===== config.mk =====
export PLATFORM = sky130hd
export DESIGN_NAME = idu_decode_stage
export DESIGN_NICKNAME = d
export VERILOG_FILES = /design/src/rtl/idu_decode_stage_pkg.sv /design/src/rtl/idu_imm_gen.sv /design/src/rtl/idu_decode_stage.sv
export SDC_FILE = /design/constraint.sdc
export NUM_CORES = 1
export LEC_CHECK = 0
export ABC_AREA = 1
export CAP_MARGIN = 5
export CORE_MARGIN = 5
export CORE_UTILIZATION = 35
export DETAILED_ROUTE_END_ITERATION = 10
export GPL_ROUTABILITY_DRIVEN = 0
export GPL_TIMING_DRIVEN = 0
export PLACE_DENSITY = 0.81
export SLEW_MARGIN = 20
export SYNTH_ARGS = -nofsm -noshare
export SYNTH_HDL_FRONTEND = slang
export SYNTH_HIERARCHICAL = 1
export SYNTH_SLANG_ARGS = --single-unit

===== constraint.sdc =====
create_clock -name clk -period 2.3 [get_ports clk]
set_input_delay 0.46 -clock clk [delete_from_list [all_inputs] [get_ports clk]]
set_output_delay 0.46 -clock clk [all_outputs]
set_load 0.02 [all_outputs]

===== src/rtl/idu_decode_stage_pkg.sv =====
// Shared decode definitions for the instruction-decode stage and its helpers.
//   - RV32I major opcode constants (OPC_LUI .. OPC_SYSTEM)
//   - funct7 values used by OP / OP-IMM decode
//   - alu_op encodings ({funct7[5], funct3} style)
//   - immediate-format enum consumed by idu_imm_gen
//   - packed struct of instruction-class flags
package idu_decode_stage_pkg;

    localparam logic [6:0] OPC_LUI    = 7'b0110111;
    localparam logic [6:0] OPC_AUIPC  = 7'b0010111;
    localparam logic [6:0] OPC_JAL    = 7'b1101111;
    localparam logic [6:0] OPC_JALR   = 7'b1100111;
    localparam logic [6:0] OPC_BRANCH = 7'b1100011;
    localparam logic [6:0] OPC_LOAD   = 7'b0000011;
    localparam logic [6:0] OPC_STORE  = 7'b0100011;
    localparam logic [6:0] OPC_OP_IMM = 7'b0010011;
    localparam logic [6:0] OPC_OP     = 7'b0110011;
    localparam logic [6:0] OPC_SYSTEM = 7'b1110011;

    localparam logic [6:0] F7_BASE = 7'b0000000;
    localparam logic [6:0] F7_ALT  = 7'b0100000;

    // alu_op = {funct7[5], funct3}; ADD is also the default for non-ALU classes.
    localparam logic [3:0] ALU_ADD = 4'b0000;
    localparam logic [3:0] ALU_SRA = 4'b1101;

    typedef enum logic [2:0] {
        IMM_I,
        IMM_S,
        IMM_B,
        IMM_U,
        IMM_J,
        IMM_NONE
    } imm_fmt_e;

    typedef struct packed {
        logic is_load;
        logic is_store;
        logic is_branch;
        logic is_jal;
        logic is_jalr;
        logic is_lui;
        logic is_auipc;
        logic is_system;
    } class_t;

endpackage


===== src/rtl/idu_imm_gen.sv =====
// Immediate generator: builds the sign-extended immediate of an RV32I
// instruction word for the given format. Purely combinational.
// Ports:
//   inst  in  32      instruction word
//   fmt   in  enum    immediate format (IMM_NONE yields 0)
//   imm   out DATA_W  immediate, sign-extended to DATA_W
module idu_imm_gen
    import idu_decode_stage_pkg::*;
#(
    parameter int DATA_W = 32
) (
    input  logic [31:0]       inst,
    input  imm_fmt_e          fmt,
    output logic [DATA_W-1:0] imm
);

    logic [31:0] imm32;
    // Opcode bits never contribute to an immediate.
    logic        unused_bits;

    assign unused_bits = ^inst[6:0];

    always_comb begin
        imm32 = '0;
        case (fmt)
            IMM_I:   imm32 = {{20{inst[31]}}, inst[31:20]};
            IMM_S:   imm32 = {{20{inst[31]}}, inst[31:25], inst[11:7]};
            IMM_B:   imm32 = {{19{inst[31]}}, inst[31], inst[7], inst[30:25], inst[11:8], 1'b0};
            IMM_U:   imm32 = {inst[31:12], 12'b0};
            IMM_J:   imm32 = {{11{inst[31]}}, inst[31], inst[19:12], inst[20], inst[30:21], 1'b0};
            default: imm32 = '0;
        endcase
    end

    assign imm = DATA_W'($signed(imm32));

endmodule


===== src/rtl/idu_decode_stage.sv =====
// RV32I instruction-decode pipeline stage.
// Takes a fetched instruction + PC over a valid/ready handshake, decodes
// register fields, immediate, ALU op and class flags, and holds the result
// in a one-entry pipeline register offered to execute over valid/ready.
// A flush (redirect) drops both the held bundle and the incoming instruction.
// Ports:
//   clk, rst                  clock, synchronous active-high reset
//   prev_valid / ready_o      upstream handshake
//   inst_i, pc_i              fetched instruction and its PC
//   flush                     redirect: discard held + incoming
//   valid_o / next_ready      downstream handshake
//   pc_o, inst_o              PC and raw word of the held instruction
//   rs1_o, rs2_o, rd_o        raw register index fields
//   imm_o, funct3_o, alu_op_o immediate, funct3, ALU operation
//   rwe_o                     register write enable (0 when rd = x0)
//   is_*_o                    instruction class flags
//   illegal_o                 only when IDU_ILLEGAL_TRAP_EN is defined:
//                             illegal encoding flag (forces rwe_o = 0)
module idu_decode_stage
    import idu_decode_stage_pkg::*;
#(
    parameter int ADDR_W = 32,
    parameter int DATA_W = 32
) (
    input  logic              clk,
    input  logic              rst,
    input  logic              prev_valid,
    output logic              ready_o,
    input  logic [DATA_W-1:0] inst_i,
    input  logic [ADDR_W-1:0] pc_i,
    input  logic              flush,
    output logic              valid_o,
    input  logic              next_ready,
    output logic [ADDR_W-1:0] pc_o,
    output logic [DATA_W-1:0] inst_o,
    output logic [4:0]        rs1_o,
    output logic [4:0]        rs2_o,
    output logic [4:0]        rd_o,
    output logic [DATA_W-1:0] imm_o,
    output logic [2:0]        funct3_o,
    output logic [3:0]        alu_op_o,
    output logic              rwe_o,
    output logic              is_load_o,
    output logic              is_store_o,
    output logic              is_branch_o,
    output logic              is_jal_o,
    output logic              is_jalr_o,
    output logic              is_lui_o,
    output logic              is_auipc_o,
`ifdef IDU_ILLEGAL_TRAP_EN
    output logic              illegal_o,
`endif
    output logic              is_system_o
);

    logic [6:0]        opcode;
    logic [2:0]        funct3;
    logic [6:0]        funct7;
    logic [4:0]        rd;
    class_t            cls;
    imm_fmt_e          fmt;
    logic              wr_class;
    logic [3:0]        alu_op;
    logic              illegal;
    logic              rwe;
    logic [DATA_W-1:0] imm;
    logic              acc;

    assign opcode = inst_i[6:0];
    assign funct3 = inst_i[14:12];
    assign funct7 = inst_i[31:25];
    assign rd     = inst_i[11:7];

    // The stage can take a new word whenever its register is empty or is
    // being emptied this cycle; deliberately independent of prev_valid.
    assign ready_o = !valid_o || next_ready;
    assign acc     = prev_valid && ready_o && !flush;

    always_comb begin
        cls      = '0;
        fmt      = IMM_NONE;
        wr_class = 1'b0;
        alu_op   = ALU_ADD;
        case (opcode)
            OPC_LUI: begin
                cls.is_lui = 1'b1;
                fmt        = IMM_U;
                wr_class   = 1'b1;
            end
            OPC_AUIPC: begin
                cls.is_auipc = 1'b1;
                fmt          = IMM_U;
                wr_class     = 1'b1;
            end
            OPC_JAL: begin
                cls.is_jal = 1'b1;
                fmt        = IMM_J;
                wr_class   = 1'b1;
            end
            OPC_JALR: begin
                cls.is_jalr = 1'b1;
                fmt         = IMM_I;
                wr_class    = 1'b1;
            end
            OPC_BRANCH: begin
                cls.is_branch = 1'b1;
                fmt           = IMM_B;
            end
            OPC_LOAD: begin
                cls.is_load = 1'b1;
                fmt         = IMM_I;
                wr_class    = 1'b1;
            end
            OPC_STORE: begin
                cls.is_store = 1'b1;
                fmt          = IMM_S;
            end
            OPC_OP_IMM: begin
                fmt      = IMM_I;
                wr_class = 1'b1;
                // Only SRAI carries the funct7[5] qualifier; for the other
                // OP-IMM ops those bits belong to the immediate.
                if (funct3 == 3'b101 && funct7 == F7_ALT) begin
                    alu_op = ALU_SRA;
                end else begin
                    alu_op = {1'b0, funct3};
                end
            end
            OPC_OP: begin
                wr_class = 1'b1;
                alu_op   = {funct7[5], funct3};
            end
            OPC_SYSTEM: begin
                cls.is_system = 1'b1;
                fmt           = IMM_I;
                // ECALL/EBREAK/xRET have funct3 = 0 and write nothing;
                // CSR instructions write rd.
                wr_class      = (funct3 != 3'b000);
            end
            default: begin
                // Unknown opcode: decodes as a NOP.
            end
        endcase
    end

`ifdef IDU_ILLEGAL_TRAP_EN
    logic known;

    assign known = (cls != '0) || opcode == OPC_OP_IMM || opcode == OPC_OP;

    always_comb begin
        illegal = !known || inst_i[1:0] != 2'b11 || inst_i == '0;
        if (opcode == OPC_OP) begin
            if (!(funct7 == F7_BASE ||
                  (funct7 == F7_ALT && (funct3 == 3'b000 || funct3 == 3'b101)))) begin
                illegal = 1'b1;
            end
        end
        if (opcode == OPC_OP_IMM) begin
            if (funct3 == 3'b001 && funct7 != F7_BASE) begin
                illegal = 1'b1;
            end
            if (funct3 == 3'b101 && funct7 != F7_BASE && funct7 != F7_ALT) begin
                illegal = 1'b1;
            end
        end
    end
`else
    assign illegal = 1'b0;
`endif

    assign rwe = wr_class && (rd != 5'd0) && !illegal;

    idu_imm_gen #(
        .DATA_W (DATA_W)
    ) u_imm_gen (
        .inst (inst_i[31:0]),
        .fmt  (fmt),
        .imm  (imm)
    );

    // Flush wins over everything. Data fields load only on accept, so a
    // stall (or an idle stage) holds them bit-exact.
    always_ff @(posedge clk) begin
        if (rst) begin
            valid_o     <= 1'b0;
            pc_o        <= '0;
            inst_o      <= '0;
            rs1_o       <= '0;
            rs2_o       <= '0;
            rd_o        <= '0;
            imm_o       <= '0;
            funct3_o    <= '0;
            alu_op_o    <= '0;
            rwe_o       <= 1'b0;
            is_load_o   <= 1'b0;
            is_store_o  <= 1'b0;
            is_branch_o <= 1'b0;
            is_jal_o    <= 1'b0;
            is_jalr_o   <= 1'b0;
            is_lui_o    <= 1'b0;
            is_auipc_o  <= 1'b0;
            is_system_o <= 1'b0;
`ifdef IDU_ILLEGAL_TRAP_EN
            illegal_o   <= 1'b0;
`endif
        end else if (flush) begin
            valid_o <= 1'b0;
        end else if (acc) begin
            valid_o     <= 1'b1;
            pc_o        <= pc_i;
            inst_o      <= inst_i;
            rs1_o       <= inst_i[19:15];
            rs2_o       <= inst_i[24:20];
            rd_o        <= rd;
            imm_o       <= imm;
            funct3_o    <= funct3;
            alu_op_o    <= alu_op;
            rwe_o       <= rwe;
            is_load_o   <= cls.is_load;
            is_store_o  <= cls.is_store;
            is_branch_o <= cls.is_branch;
            is_jal_o    <= cls.is_jal;
            is_jalr_o   <= cls.is_jalr;
            is_lui_o    <= cls.is_lui;
            is_auipc_o  <= cls.is_auipc;
            is_system_o <= cls.is_system;
`ifdef IDU_ILLEGAL_TRAP_EN
            illegal_o   <= illegal;
`endif
        end else if (next_ready) begin
            valid_o <= 1'b0;
        end
    end

endmodule


* Word level (Yosys, flattened, before mapping)
Cells that the tools add are included.
** Word-level totals
- Flip-flop bits (word level) :: 128
- Logic and storage cells :: 66
- Input port bits :: 69
** Operators by class
- Mux-type cells :: 15
- Bitwise gates (word level) :: 1
- Reduce and logical (&&, ||, !) cells :: 16
- Equal/unequal tests :: 16
** Operator list (count)
- $pmux W32 S5 :: 1
- $eq A7 B6 Y1 const B :: 4
- $eq A7 B7 Y1 const B :: 4
- $pmux W3 S5 :: 1
- $eq A7 B5 Y1 const B :: 2
- $mux W1 :: 10
- $pmux W4 S2 :: 1
- $eq A7 B2 Y1 const B :: 1
- $reduce_or A7 Y1 :: 1
- $eq A3 B2 Y1 const B :: 2
- $eq A3 B3 Y1 const B :: 2
- $reduce_bool A5 Y1 :: 1
- $logic_and A1 B1 Y1 :: 4
- $mux W4 :: 1
- $reduce_or A2 Y1 :: 2
- $reduce_or A4 Y1 :: 1
- $eq A3 B1 Y1 const B :: 1
- $logic_not A3 Y1 :: 1
- $reduce_bool A3 Y1 :: 1
- $logic_not A1 Y1 :: 2
- $pmux W1 S2 :: 1
- $reduce_and A2 Y1 :: 1
- $reduce_bool A2 Y1 :: 1
- $logic_or A1 B1 Y1 :: 1
- $not A1 Y1 :: 1

* Longest topological paths before layout
Gate-level depths: netlist of run 1.
- Depth after elaboration :: 5
- Depth in mapped cells :: 15

* Modules after synthesis
Netlist of run 1, hierarchy kept.
** Modules (own cells, without submodules)
- idu_decode_stage :: seq. area each 2202.1 µm², cells each 543, area each 4189.0 µm², instances 1
- idu_imm_gen :: seq. area each 0.0 µm², cells each 102, area each 491.7 µm², instances 1

* Worst setup path after synthesis of run 1
Ideal clock, no wire load.
- Kind :: input to register
- Start :: in inst_i[3]
- End :: reg imm_o[12]
- Required time :: 2236 ps
- Stages on the path :: 14
- Arrival :: 2167 ps
- Buffers on the path :: 1
- Path slack :: 68 ps
- Setup time :: 64 ps
- Cell sequence :: inv_1 nand2_1 nor2_1 nand2_1 nand2_1 nor2_1 nand4_1 nand3_1 nor2_4 buf_2 nand3_1 nand3_1 nor2_1 nor2_1
** On the way
- Cells in the longest elaborated chain, start to end :: 5
- Elaborated cells between the ends (all ways) :: 18
- Those cells by class :: eq/ne: 13; mux: 2; reduce/logical: 3
** RTL lines
- start: declaration :: line idu_decode_stage.sv:29 : input logic [DATA_W-1:0] inst_i,
- $eq A7 B5 Y1, or another cell as far along :: line idu_decode_stage.sv:84 : case (opcode)
- $reduce_or A4 Y1 (no source line) or $reduce_or A2 Y1 (tied branches)
- $pmux W3 S5 * :: line idu_decode_stage.sv:84
- net fmt[1] :: line idu_decode_stage.sv:61 : imm_fmt_e fmt;
- $eq A3 B3 Y1, or another cell as far along :: line idu_imm_gen.sv:25 : case (fmt)
- $pmux W32 S5 * :: line idu_imm_gen.sv:25
- net imm[12] :: line idu_decode_stage.sv:66 : logic [DATA_W-1:0] imm;
- end signal: assignment :: line idu_decode_stage.sv:216 : imm_o <= imm;
- end: declaration :: line idu_decode_stage.sv:39 : output logic [DATA_W-1:0] imm_o,
Mark *: on every way through the listed nets, which the timed path passes. The rest lies on a longest branch.
A chain may end at the register's enable or synchronous reset.

* Worst setup path in the final report of run 1
- Start :: in inst_i[4]
- End :: reg imm_o[29]
The elaborated chain is that of the path after synthesis.

==> metrics, run 1 <==
unrepaired setup endpoints after global routing yes; Worst Setup SP inst_i[4]; Final Hold Viols 0; gr ovfl total 0; hold path startpoint inst_i[1]; skew final approximately 0.0048 ns; Clock Pin Slew Worst Setup and Hold Paths 0.07 ns; Vias/cell 4.869; Peak VDD IR approximately 0.52 mV; Num CTS Buffers 9; Synth cell types 24; clock root buffer clkbuf_16; Setup crit end kind flip-flop; Port Buffer Count 197; Vert. Die Dim 125.6 um; TritonCTS clock tree built; status finished clean; worst setup margin 0.1074 ns; Initial Utilization 35.49%; Worst-Margin Slew 0.5078 ns; Final #Nets just over 900; CP required 2.58 ns; Arr. time, crit path 2.47 ns; grt peak-use layer met2; fin. max-slew vios 0; vias in the first global route 4961; ANT cells 0; DP HPWL 12460 um; syn avg cell area 7.257 um^2; Avg WL per Cell 15.85 um; post-synth top area share between 40% and 50%; number of H-tree levels 3; Post-DRT Antenna Nets 0; Max Fanout on Critical Path 10; post-layout util 56.19%; final WL ~16000 um; die area 15790 um^2; Critical R2R Launch valid_o$_SDFFE_PP0P_; Finished Layout Cells between 1000 and 1500; Synthesis Warnings 6; TritonCTS Sinks 110; GRT met1 Usage between 20% and 30%; post-synthesis sequential area ratio 47.05%; max_slew headroom roughly two thirds; Die Wd between 100 and 150 um; worst hold path type in2reg; most frequent cells in the layout nor2_1, clkdlybuf4s50_1, dfxtp_1, o21ai_0, nand2_1; Pleak 0.003240 uW; crit path kind in2reg; GRT met3 Usage between 8 and 9%; Peak Freq 456.1 MHz; Final Setup Violations 0; PD cells 638.6 nW/um^2; antenna violations before repair 0; synthesis-to-layout area growth 58.35%; Tot GR Track Use 20.25%; worst skew pair latency 0.35 ns; starting DRC count in detailed routing roughly 370; post-route minimum period around 2.2 ns; Final Cycle Share 95.33%; WHS 0.4344 ns; crit start category input pin; max cap viols 0; Boundary Pins 198; share of cells above drive strength 1 12.60%; syn nets 714; commonest non-fill, non-tap cell in the layout nor2_1; total core area 13190 um^2; Post-Syn Area 4681 um^2; top cell type by total area after synthesis dfxtp_1; CTS Buffer Depth 2; DRC Markers 0; grt met2 use 34.27%; largest net degree at the start of global routing 18; Pre-Repair DR Iteration Count 5; Synth area leaders dfxtp_1, nor2_1, o21ai_0, nand2_1, nand3_1; Synth Instances about 650; via count 5069; Yosys reg bits 110; Layout fillers 1197; Placed Cells 1018; pre-CTS setup slack -0.9532 ns; # rows 42; first-pass GRT wire length approximately 26000 um
[where the power goes]
part / switching [uW] / total, uW / internal (uW)
sequential: 67.5 / 2090 / 2020
combinational: 537 / 1010 / 472
clock: 685 / 1630 / 948
[final timing paths]
| path | endpoint | slack (ns) | cells past startpoint |
|---|---|---|---|
| setup / recovery | imm_o[29]$_SDFFE_PP0P_ | 0.11 | 15 |
| hold / removal | inst_o[1]$_SDFFE_PP0P_ | 0.43 | 3 |
| setup reg to reg | imm_o[24]$_SDFFE_PP0P_ | 0.83 | 9 |
| hold reg to reg | inst_o[30]$_SDFFE_PP0P_ | 0.47 | 2 |
[repair_timing]
| item | 4_1_cts | 5_1_grt |
|---|---|---|
| hold buffers | 0 | 0 |
| resized for setup | 32 | 24 |
| setup buffers | 4 | 4 |
| setup endpoints to repair | 32 | 32 |
| pin swaps | 9 | 11 |
| gates cloned | 0 | 1 |
[cell usage after synthesis (all sizes together)]
cell and number:
nor2 205, clkbuf 16, a211oi 2, a21oi 24, nand2 63, dfxtp 110
buf 44, nand3 37, inv 23, o21ai 100, nor3 3, nand4 18
[flip-flops by register name (all words and copies together), names as in the netlist, 4 cells and up]
name      count
pc_o         32
imm_o        32
inst_o       32
alu_op_o      4
[layout make-up]
cell class              instances  area (um^2)  area share, %
clock inverters                 5        85.08          1.148
clock buffers                   9        225.2          3.038
repair buffers                206         2043          27.57
multi-input cells             452         2140          28.87
plain buffers                  60        405.4          5.469
inverters                      23        91.34          1.232
well taps                     176        220.2          2.971
flip-flops and latches        110         2202          29.71
[worst max-delay path: stages]
cell and delay (ns):
dlygate4sd2_1 0.29, inv_2 0.11, nand2_1 0.09, nor2_4 0.20, nand2_4 0.10, nand2_8 0.10, nor2_1 0.06, nand4_1 0.18
nand3_4 0.17, nor2_4 0.22, nand2_2 0.08, buf_6 0.15, nand3_1 0.11, nor2_1 0.06, nor2_1 0.10
[kinds of logic after synthesis]
family	share of synthesized area, %
AO/OA/AOI/OAI	13.66
buffers and inverters	9.997
flip-flops	47.05
AND/OR/NAND/NOR	29.30
[metrics by stage]
stage                     power [uW]  TNS [ns]  area [um^2]
final                           4733         0         7412
after global routing            4918  -0.09014         7412
after CTS                       4771  -0.02707         7313
after detailed placement        3116    -27.69         6873
after global placement          3105    -26.32         6873
after floorplan                 2593         0         4681
[layer usage]
| metal | vias up | part of all wire, % |
|---|---|---|
| met5 | - | 0 |
| li1 | 2512 | - |
| met1 | 2314 | 41 |
| met4 | 0 | 1.5 |
| met2 | 222 | 47 |
| met3 | 21 | 9.7 |
Power figures use the tool's default switching activity.
==> inputs of run 2 (changes only) <==
==> constraint.sdc (replaced) <==
create_clock -name clk -period 2.3 [get_ports clk]
set_input_delay 0.46 -clock clk [delete_from_list [all_inputs] [get_ports clk]]
set_output_delay 0.46 -clock clk [all_outputs]
set_load 0.01 [all_outputs]
==> results of run 2 <==
Same layout as run 1 (identical final DEF). Status: finished clean.
Among the figures that moved: total power 4733 uW -> 4628 uW; worst IR drop on VDD 0.5215 mV -> 0.5152 mV
==> inputs of run 3 (changes only) <==
--- a/config.mk
+++ b/config.mk
@@ -10,7 +10,7 @@
 export CORE_MARGIN = 5
 export CORE_UTILIZATION = 35
 export DETAILED_ROUTE_END_ITERATION = 10
-export GPL_ROUTABILITY_DRIVEN = 0
+export GPL_ROUTABILITY_DRIVEN = 1
 export GPL_TIMING_DRIVEN = 0
 export PLACE_DENSITY = 0.81
 export SLEW_MARGIN = 20
==> constraint.sdc (replaced) <==
create_clock -name clk -period 1.9 [get_ports clk]
set_input_delay 0.38 -clock clk [delete_from_list [all_inputs] [get_ports clk]]
set_output_delay 0.38 -clock clk [all_outputs]
set_load 0.01 [all_outputs]
==> metrics, run 3 (synthesis results as in run 1) <==
most frequent cells in the layout nor2_1, clkdlybuf4s50_1, dfxtp_1, o21ai_0, nand2_1; status finished clean; Vias/cell between 4 and 5; Die Wd 125.6 um; antenna violations before repair 0; PD cells 763.3 nW/um^2; Critical Path Most Common Cell clkdlybuf4s50_1; Final Cycle Share 98.30%; # rows 42; synthesis-to-layout area growth 60.20%; fin. max-slew vios 0; Port Buffer Count 197; Arr. time, crit path 1.49 ns; clock root buffer clkbuf_16; Pre-Repair DR Iteration Count 5; first-pass GRT wire length ~25000 um; max_slew headroom 66.61%; Peak VDD IR 0.6972 mV; crit path kind in2out; Boundary Pins 198; Sw Pwr 1496 uW; worst skew pair latency 0.36 ns; Peak Freq 535.4 MHz; logic gate share of total power 19.4%; Crit path buffers/inverters 3; gr ovfl total 0; Top delay family on crit path buffers and inverters; TritonCTS Sinks between 100 and 150; worst hold path type in2reg; Pleak 0.003234 uW; internal power about 4200 uW; Max Fanout on Critical Path 3; Final Hold Viols 0; number of H-tree levels 3; gpl congestion 0.9126; pre-CTS setup slack -0.8475 ns; Initial Utilization a little over a third; Final Setup Violations 0; Num CTS Buffers 9; worst setup margin 0.03221 ns; vias in the first global route ~4900; Avg WL per Cell 15.93 um; Placed Cells 1018; Sw Share 26.13%; total core area 13190 um^2; crit start category input pin; max cap viols 0; Vert. Die Dim approximately 130 um; Worst-Margin Slew 0.5008 ns; sequential share of power roughly 44%; crit-path max cell delay 0.54 ns; Layout fillers between 1000 and 1500; Clk pwr share between 30% and 40%; DP HPWL 12400 um; Clock Pin Slew Worst Setup and Hold Paths 0.08 ns; via count slightly above 5000; Post-DRT Antenna Nets 0; largest net degree at the start of global routing 19; Finished Layout Cells 1056; share of cells above drive strength 1 15.45%; CP required 1.52 ns; Final #Nets 944; DRC Markers 0; biggest regs imm_o: 32 flops, inst_o: 32 flops, pc_o: 32 flops; Tot GR Track Use 20.34%; Hold-fix buffers, CTS 0; CTS Buffer Depth 2; critical path's slowest cell clkdlybuf4s50_1; skew final 0.006934 ns; post-route minimum period 1.868 ns; die area 15790 um^2; starting DRC count in detailed routing 373; CP cell instances clkdlybuf4s50_1 > inv_1 > nand2_4 > clkdlybuf4s50_1; TritonCTS clock tree built; Setup crit end kind primary output; final WL 16830 um; ANT cells 0
[run 3: cell types whose count changed in the layout (fill, tap and decap cells not counted), moves of 2 or more]
cell / delta
buf_4: +13
nor2_2: +2
nor2_1: -3
nand3_1: +2
dlygate4sd2_1: -3
inv_1: -2
dlymetal6s2s_1: -4
clkbuf_2: +8
clkinvlp_4: +2
nand3_2: -3
[run 3: area by class of cell]
| type | instances | area (um^2) | area share (%) |
|---|---|---|---|
| inverters | 23 | 95.09 | 1.268 |
| well taps | 176 | 220.2 | 2.937 |
| plain buffers | 60 | 402.9 | 5.373 |
| flip-flops and latches | 110 | 2202 | 29.37 |
| repair buffers | 219 | 2103 | 28.05 |
| clock buffers | 10 | 239.0 | 3.187 |
| clock inverters | 6 | 92.59 | 1.235 |
| multi-input cells | 452 | 2143 | 28.58 |
[run 3: stage by stage]
step	TNS (ns)	area [um^2]	hold slack [ns]	power [uW]	util, %
finish	0	7498	0.3009	5723	56.85
global route	-0.02164	7498	0.3337	5960	56.85
CTS	0	7427	0.4436	5747	56.31
detailed placement	-32.80	6930	0.4725	3653	52.54
global placement	-30.15	6930	0.4518	3642	52.54
floorplan	0	4738	0.4528	3019	-
[run 3: what timing repair did]
| item | in CTS | in global routing |
|---|---|---|
| pin swaps | 16 | 13 |
| cloned | 1 | 1 |
| gates resized for setup | 39 | 22 |
| setup buffers | 10 | 10 |
| endpoints found under the setup margin | 32 | 45 |
[run 3: power groups by stage]
stage	sequential (uW)	combinational, uW	clock, uW
4_1_cts	2530	1100	2120
3_5_place_dp	2580	1070	0
6_report	2530	1110	2080
2_1_floorplan	2640	381	0
3_3_place_gp	2580	1060	0
5_1_grt	2550	1210	2200
[run 3: final timing paths]
check	to	from	slack, ns	cells past startpoint
max	ready_o	next_ready	0.03	4
min	inst_o[1]$_SDFFE_PP0P_	inst_i[1]	0.30	3
max reg2reg	imm_o[23]$_SDFFE_PP0P_	valid_o$_SDFFE_PP0P_	0.45	9
min reg2reg	alu_op_o[3]$_SDFFE_PP0P_	alu_op_o[3]$_SDFFE_PP0P_	0.48	2
[run 3: routing by layer]
metal | up-vias | global-route usage [%] | wire length, um
met4 | 0 | 7.270 | 473
li1 | 2543 | - | -
met1 | 2332 | 24.54 | 6808
met2 | 262 | 31.84 | 7595
met5 | - | 0 | 0
met3 | 32 | 9.568 | 1948
[run 3: tightest hold or removal path: stages]
cell	delay, ns
clkbuf_2	0.11
nor2_1	0.05
nor2_1	0.08
